### config.mk
export PLATFORM = sky130hd
export DESIGN_NAME = iter_term_ctrl
export DESIGN_NICKNAME = d
export VERILOG_FILES = /design/src/rtl/dec_ctrl_pkg.sv /design/src/rtl/syn_accum.sv /design/src/rtl/iter_term_ctrl.sv
export SDC_FILE = /design/constraint.sdc
export NUM_CORES = 1
export LEC_CHECK = 0
export BUFFER_PORTS_ARGS = -buffer_cell sky130_fd_sc_hd__buf_2
export CAP_MARGIN = 20
export CELL_PAD_IN_SITES_DETAIL_PLACEMENT = 1
export CELL_PAD_IN_SITES_GLOBAL_PLACEMENT = 1
export CORE_MARGIN = 3
export CORE_UTILIZATION = 35
export CTS_CLUSTER_SIZE = 14
export DETAILED_ROUTE_END_ITERATION = 6
export GPL_ROUTABILITY_DRIVEN = 0
export PLACE_DENSITY = 0.81
export SLEW_MARGIN = 25
export SYNTH_ARGS = -nofsm -noshare
export SYNTH_HDL_FRONTEND = slang
export SYNTH_SLANG_ARGS = --single-unit
### constraint.sdc
create_clock -name read_clk -period 2.2 [get_ports read_clk]
set_clock_uncertainty 0.15 [all_clocks]
set_input_delay 0.33 -clock read_clk [delete_from_list [all_inputs] [get_ports read_clk]]
set_output_delay 0.33 -clock read_clk [all_outputs]
set_load 0.03 [all_outputs]
### src/rtl/dec_ctrl_pkg.sv
// Shared decoder-control definitions.
//   - System FSM state codes as driven on sys_control_unit's state output.
//   - Encoding of the iteration-termination FSM.
//   - Default iteration-counter width.
package dec_ctrl_pkg;

  localparam int unsigned ITER_W_DEFAULT = 4;

  // sys_control_unit state codes (4-bit)
  localparam logic [3:0] INIT_LOAD = 4'b0000;
  localparam logic [3:0] MEM_INIT  = 4'b0001;
  localparam logic [3:0] CNU_IN    = 4'b0010;
  localparam logic [3:0] CNU_PROC  = 4'b0011;
  localparam logic [3:0] CNU_OUT   = 4'b0100;
  localparam logic [3:0] P2P_C_OUT = 4'b0101;
  localparam logic [3:0] VNU_IN    = 4'b0110;
  localparam logic [3:0] VNU_PROC  = 4'b0111;
  localparam logic [3:0] VNU_OUT   = 4'b1000;
  localparam logic [3:0] P2P_V_OUT = 4'b1001;

  typedef enum logic [1:0] {
    StIdle = 2'b00,
    StRun  = 2'b01,
    StTerm = 2'b10,
    StAck  = 2'b11
  } term_state_e;

endpackage

### src/rtl/syn_accum.sv
// Per-iteration syndrome accumulator.
//   clk_i, rst_i   : clock, synchronous active-high reset
//   clr_i          : restart accumulation (wins over same-cycle results)
//   en_i           : accept results this cycle
//   syn_valid_i    : one partial-syndrome result present
//   syn_zero_i     : that partial syndrome is all-zero
//   pass_o         : all SYN_GROUPS results seen and every one was zero,
//                    including a result arriving this cycle
module syn_accum #(
  parameter int unsigned SYN_GROUPS = 4,
  parameter int unsigned GRP_W      = 3
) (
  input  logic clk_i,
  input  logic rst_i,
  input  logic clr_i,
  input  logic en_i,
  input  logic syn_valid_i,
  input  logic syn_zero_i,
  output logic pass_o
);

  localparam logic [GRP_W-1:0] GrpMax = GRP_W'(SYN_GROUPS);
  localparam logic [GRP_W-1:0] GrpOne = GRP_W'(1);

  logic [GRP_W-1:0] grp_q, grp_d;
  logic             all_zero_q, all_zero_d;

  always_comb begin
    grp_d      = grp_q;
    all_zero_d = all_zero_q;
    if (en_i && syn_valid_i) begin
      // Saturate so extra results cannot wrap the count past the check value.
      if (grp_q != GrpMax) grp_d = grp_q + GrpOne;
      all_zero_d = all_zero_q & syn_zero_i;
    end
  end

  assign pass_o = (grp_d == GrpMax) && all_zero_d;

  always_ff @(posedge clk_i) begin
    if (rst_i || clr_i) begin
      grp_q      <= '0;
      all_zero_q <= 1'b1;
    end else begin
      grp_q      <= grp_d;
      all_zero_q <= all_zero_d;
    end
  end

endmodule

### src/rtl/iter_term_ctrl.sv
// Iteration-termination controller feeding sys_control_unit.termination.
// Counts decoding iterations (rising edge of sys_fsm_state == VNU_OUT_CODE) and
// raises termination at the iteration limit or, when ITER_TERM_EARLY_STOP_EN is
// defined, when every syndrome group of an iteration reports zero. termination
// is held until de_frame_start acknowledges it; the ACK cycle re-arms.
// Ports:
//   read_clk, rst    : clock, synchronous active-high reset
//   sys_fsm_state    : system FSM state
//   de_frame_start   : frame start / termination acknowledge
//   max_iter_cfg     : iteration limit, sampled at frame start (0 treated as 1)
//   syn_valid/zero   : partial-syndrome results
//   termination      : stop request to the system FSM
//   iter_cnt         : completed iterations in the current frame
//   early_stop       : last termination was syndrome-triggered
//   frame_done       : one-cycle pulse on acknowledge
//   busy             : frame in progress
module iter_term_ctrl
  import dec_ctrl_pkg::*;
#(
  parameter int unsigned ITER_W       = ITER_W_DEFAULT,
  parameter int unsigned SYN_GROUPS   = 4,
  parameter logic [3:0]  VNU_OUT_CODE = VNU_OUT,
  parameter int unsigned GRP_W        = 3
) (
  input  logic              read_clk,
  input  logic              rst,
  input  logic [3:0]        sys_fsm_state,
  input  logic              de_frame_start,
  input  logic [ITER_W-1:0] max_iter_cfg,
  input  logic              syn_valid,
  input  logic              syn_zero,
  output logic              termination,
  output logic [ITER_W-1:0] iter_cnt,
  output logic              early_stop,
  output logic              frame_done,
  output logic              busy
);

  localparam logic [ITER_W-1:0] IterMax = '1;
  localparam logic [ITER_W-1:0] IterOne = ITER_W'(1);

  term_state_e       state_q, state_d;
  logic [ITER_W-1:0] iter_q, iter_d;
  logic [ITER_W-1:0] max_q, max_d;
  logic              early_q, early_d;
  logic              vnu_q;
  logic              vnu_match, boundary;
  logic [ITER_W:0]   iter_inc;
  logic              acc_clr;
  logic              syn_pass;

  assign vnu_match = (sys_fsm_state == VNU_OUT_CODE);
  assign boundary  = vnu_match & ~vnu_q;
  // One bit wider so the limit compare cannot wrap at the top count.
  assign iter_inc  = {1'b0, iter_q} + {{ITER_W{1'b0}}, 1'b1};

`ifdef ITER_TERM_EARLY_STOP_EN
  syn_accum #(
    .SYN_GROUPS(SYN_GROUPS),
    .GRP_W     (GRP_W)
  ) u_syn_accum (
    .clk_i      (read_clk),
    .rst_i      (rst),
    .clr_i      (acc_clr),
    .en_i       (state_q == StRun),
    .syn_valid_i(syn_valid),
    .syn_zero_i (syn_zero),
    .pass_o     (syn_pass)
  );
`else
  logic unused_syn;
  assign unused_syn = ^{syn_valid, syn_zero, acc_clr};
  assign syn_pass   = 1'b0;
`endif

  always_comb begin
    state_d = state_q;
    iter_d  = iter_q;
    max_d   = max_q;
    early_d = early_q;
    acc_clr = 1'b0;

    unique case (state_q)
      StIdle: if (de_frame_start) state_d = StRun;
      StRun: begin
        if (boundary) begin
          if (iter_q != IterMax) iter_d = iter_inc[ITER_W-1:0];
          if (syn_pass) begin
            state_d = StTerm;
            early_d = 1'b1;
          end else if (iter_inc >= {1'b0, max_q}) begin
            state_d = StTerm;
          end else begin
            acc_clr = 1'b1;
          end
        end
      end
      StTerm: if (de_frame_start) state_d = StAck;
      StAck:  state_d = de_frame_start ? StRun : StIdle;
      default: state_d = StIdle;
    endcase

    // Frame start, from IDLE or directly out of the acknowledge cycle.
    if ((state_q == StIdle || state_q == StAck) && de_frame_start) begin
      max_d   = (max_iter_cfg == '0) ? IterOne : max_iter_cfg;
      iter_d  = '0;
      early_d = 1'b0;
      acc_clr = 1'b1;
    end
  end

  always_ff @(posedge read_clk) begin
    if (rst) begin
      state_q <= StIdle;
      iter_q  <= '0;
      max_q   <= '0;
      early_q <= 1'b0;
      vnu_q   <= 1'b0;
    end else begin
      state_q <= state_d;
      iter_q  <= iter_d;
      max_q   <= max_d;
      early_q <= early_d;
      vnu_q   <= vnu_match;
    end
  end

  assign termination = (state_q == StTerm);
  assign frame_done  = (state_q == StAck);
  assign busy        = (state_q == StRun) || (state_q == StTerm);
  assign iter_cnt    = iter_q;
  assign early_stop  = early_q;

endmodule
==> results.sh <==
export IMPL_power_density_mw_per_mm2=868
export IMPL_start_util=0.390
export IMPL_die_x_um=51.0
export IMPL_holdWs_ps=157
export IMPL_finalSetupViolCount=0
export IMPL_startpoint="iter_cnt[0]$_SDFFE_PP0P_"
export IMPL_antenna_found_initial=0
export IMPL_core_area_mm2=0.00182
export IMPL_cts_root_buf="clkbuf_4"
export IMPL_fmax_ghz=0.502
export IMPL_wl_per_cell_um=12.3
export IMPL_netlist_area_leader_share=0.310
export IMPL_hold_buffers=0
export IMPL_rsz0062_at_grt="false"
export IMPL_cts_sinks=11
export IMPL_r2r_end="state_q[0]$_SDFFE_PP0P_"
export IMPL_critical_path_class="reg2reg"
export IMPL_synth_seq_cells=11
export IMPL_drt_iter0_drc=7
export IMPL_tritoncts="built"
export IMPL_synthesis_nets=107
export IMPL_p_clk_frac=0.182
export IMPL_maxCapViolCount=0
export IMPL_synth_flop_cell="dfxtp_1"
export IMPL_clk_pin_slew_ps=70
export IMPL_viasPerCell=4.83
export IMPL_synth_area_um2=709
export IMPL_ant_nets=0
export IMPL_period_needed_ps=1990
export IMPL_cts_path_max_buffers=2
export IMPL_power_switching_uw=305
export IMPL_cp_max_fo=5
export IMPL_hp_class="in2reg"
export IMPL_yosysSeqAreaShare=0.310
export IMPL_grt_max_degree=13
export IMPL_finalCritPeriodShare=0.906
export IMPL_clock_latency_ps=270
export IMPL_first_pass_iters=4
export IMPL_numPortBuffers=17
export IMPL_drv_slew=0
export IMPL_ir_worst_vdd_mv=0.464
export IMPL_yosysWarnings=0
export IMPL_p_int_uw=437
export IMPL_cts_buffers=3
export IMPL_num_rows=15
export IMPL_htreeDepth=1
export IMPL_nFillCells=245
export IMPL_finalSetupTns_ps=0
export IMPL_p_leak_nw=0.394
export IMPL_crit_arrival_ps=2000
export IMPL_io_pins=21
export IMPL_n_antenna_cell=0
export IMPL_vias=623
export IMPL_synth_edf_count=0
export IMPL_outcome="finished clean"
export IMPL_layout_drive_gt1_share=0.279
export IMPL_place_area_um2=826
export IMPL_stdcell_area_um2=856
export IMPL_whs_path_depth=3
export IMPL_grt_pass1_wl_mm=2.82
export IMPL_die_height_um=51.0
export IMPL_grt_pass1_vias=645
export IMPL_power_share_switching=0.411
export IMPL_critPathLaunchType="flip-flop"
export IMPL_grtUsageTotal=0.143
export IMPL_ys_async_sr_fraction=0
export IMPL_seq_power_share=0.345
export IMPL_syn_inst=84
export IMPL_r2r_slack_ps=210
export IMPL_dpl_hpwl_mm=1.32
export IMPL_synth_area_top_cells="dfxtp_1, ha_1, nor2_1, inv_1, a21oi_1"
export IMPL_power_frac_comb=0.473
export IMPL_worstReg2RegStart="iter_cnt[0]$_SDFFE_PP0P_"
export IMPL_crit_end="state_q[0]$_SDFFE_PP0P_"
export IMPL_worst_r2r_cell_count=7
export IMPL_required_ps=2210
export IMPL_endpoint_kind="flip-flop"
export IMPL_die_area_mm2=0.00260
export IMPL_nNetsFinal=128
export IMPL_drc=0
export IMPL_postSynthAreaPerCell_um2=8.45
export IMPL_hold_viol=0
export IMPL_overflow=0
export IMPL_post_cts_buffers=0
export IMPL_syn2layout_area_growth_pct=20.6
export IMPL_yosysTopAreaCell="dfxtp_1"
export IMPL_yosys_cell_types_count=27
export IMPL_drt_total_wl_mm=1.59
[sequential cells by signal, indices dropped and copies added (netlist names)]
name and count:
iter_cnt 4, max_q 4, state_q 2, vnu_q 1
[what timing repair did]
item / 4_1_cts / 5_1_grt
setup endpoints to repair: 0 / 1
resized for setup: 0 / 2
hold endpoints to repair: 0 / 0
[worst min-delay path by stage]
| stage | to | slack (ps) | startpoint |
|---|---|---|---|
| floorplan | max_q[1]$_SDFFE_PP0P_ | 320 | max_iter_cfg[1] |
| global placement | max_q[0]$_SDFFE_PP0P_ | 350 | max_q[0]$_SDFFE_PP0P_ |
| detailed placement | max_q[0]$_SDFFE_PP0P_ | 360 | max_q[0]$_SDFFE_PP0P_ |
| CTS | max_q[2]$_SDFFE_PP0P_ | 150 | max_iter_cfg[2] |
| global route | max_q[2]$_SDFFE_PP0P_ | 160 | max_iter_cfg[2] |
| finish | max_q[2]$_SDFFE_PP0P_ | 160 | max_iter_cfg[2] |
[cells in the final DEF, fill, tap and decap left out, drive strengths merged, types with 2 or more instances in the layout]
master,count
buf,19
nor2,16
dfxtp,11
ha,10
inv,8
a21oi,5
nor3,5
nand2,4
clkbuf,4
o21ai,3
xor2,2
nand3,2
a211oi,2
mux2i,2
[synth_stat cells (all sizes together), types with 2 or more instances]
cell / count
nand3: 2
a211oi: 2
a21oi: 5
clkbuf: 2
ha: 10
mux2i: 2
nand2: 4
inv: 8
nor3: 5
o21ai: 3
xor2: 2
nor2: 16
dfxtp: 11
[power by group through the flow]
stage	sequential [mW]	clock, mW	combinational [mW]
detailed placement	0.262	0	0.356
floorplan	0.256	0	0.267
global placement	0.259	0	0.336
finish	0.256	0.135	0.351
global route	0.262	0.162	0.395
CTS	0.257	0.142	0.357
[cell type report]
class,count,area [um^2],area share
Multi-Input combinational cell,62,447,0.522
Sequential cell,11,221,0.259
Timing Repair Buffer,19,100,0.117
Tap cell,25,31.3,0.0365
Inverter,8,30.0,0.0351
Clock buffer,4,26.3,0.0307
[routing by layer]
| metal | wire (um) | share of wire | vias up | global-route usage |
|---|---|---|---|---|
| li1 | - | - | 327 | - |
| met1 | 732 | 0.46 | 278 | 0.172 |
| met2 | 757 | 0.48 | 14 | 0.240 |
| met3 | 80 | 0.050 | 4 | 0.0466 |
| met4 | 18 | 0.011 | 0 | 0.0404 |
| met5 | 0 | 0 | - | 0 |
[through the flow]
stage	power, mW	setup slack [ps]	instances	utilization
after CTS	0.756	97.7	129	0.468
final	0.743	206	129	0.470
after global placement	0.595	159	125	0.454
after floorplan	0.524	38.5	84	-
after global routing	0.818	61.5	129	0.470
after detailed placement	0.618	108	125	0.454
[cell families (layout without fill, tap and decap cells)]
logic type               Yosys count  count (layout)  synth area share
AND/OR/NAND/NOR                   33              33             0.245
other                              1               1           0.00529
multiplexers                       2               2            0.0282
adder cells (fa/ha/maj)           10              10             0.176
flip-flops                        11              11             0.310
buffers and inverters             11              31            0.0635
AO/OA/AOI/OAI                     13              13             0.134
XOR/XNOR                           3               3            0.0370
[worst max-delay path, cell delays in order, from the launching register on]
cell,delay (ps)
dfxtp_2,350
ha_2,220
xor2_1,150
ha_1,270
o21ai_0,70
o2111a_1,240
nand3b_1,170
a32o_1,270
Power figures use the tool's default switching activity.
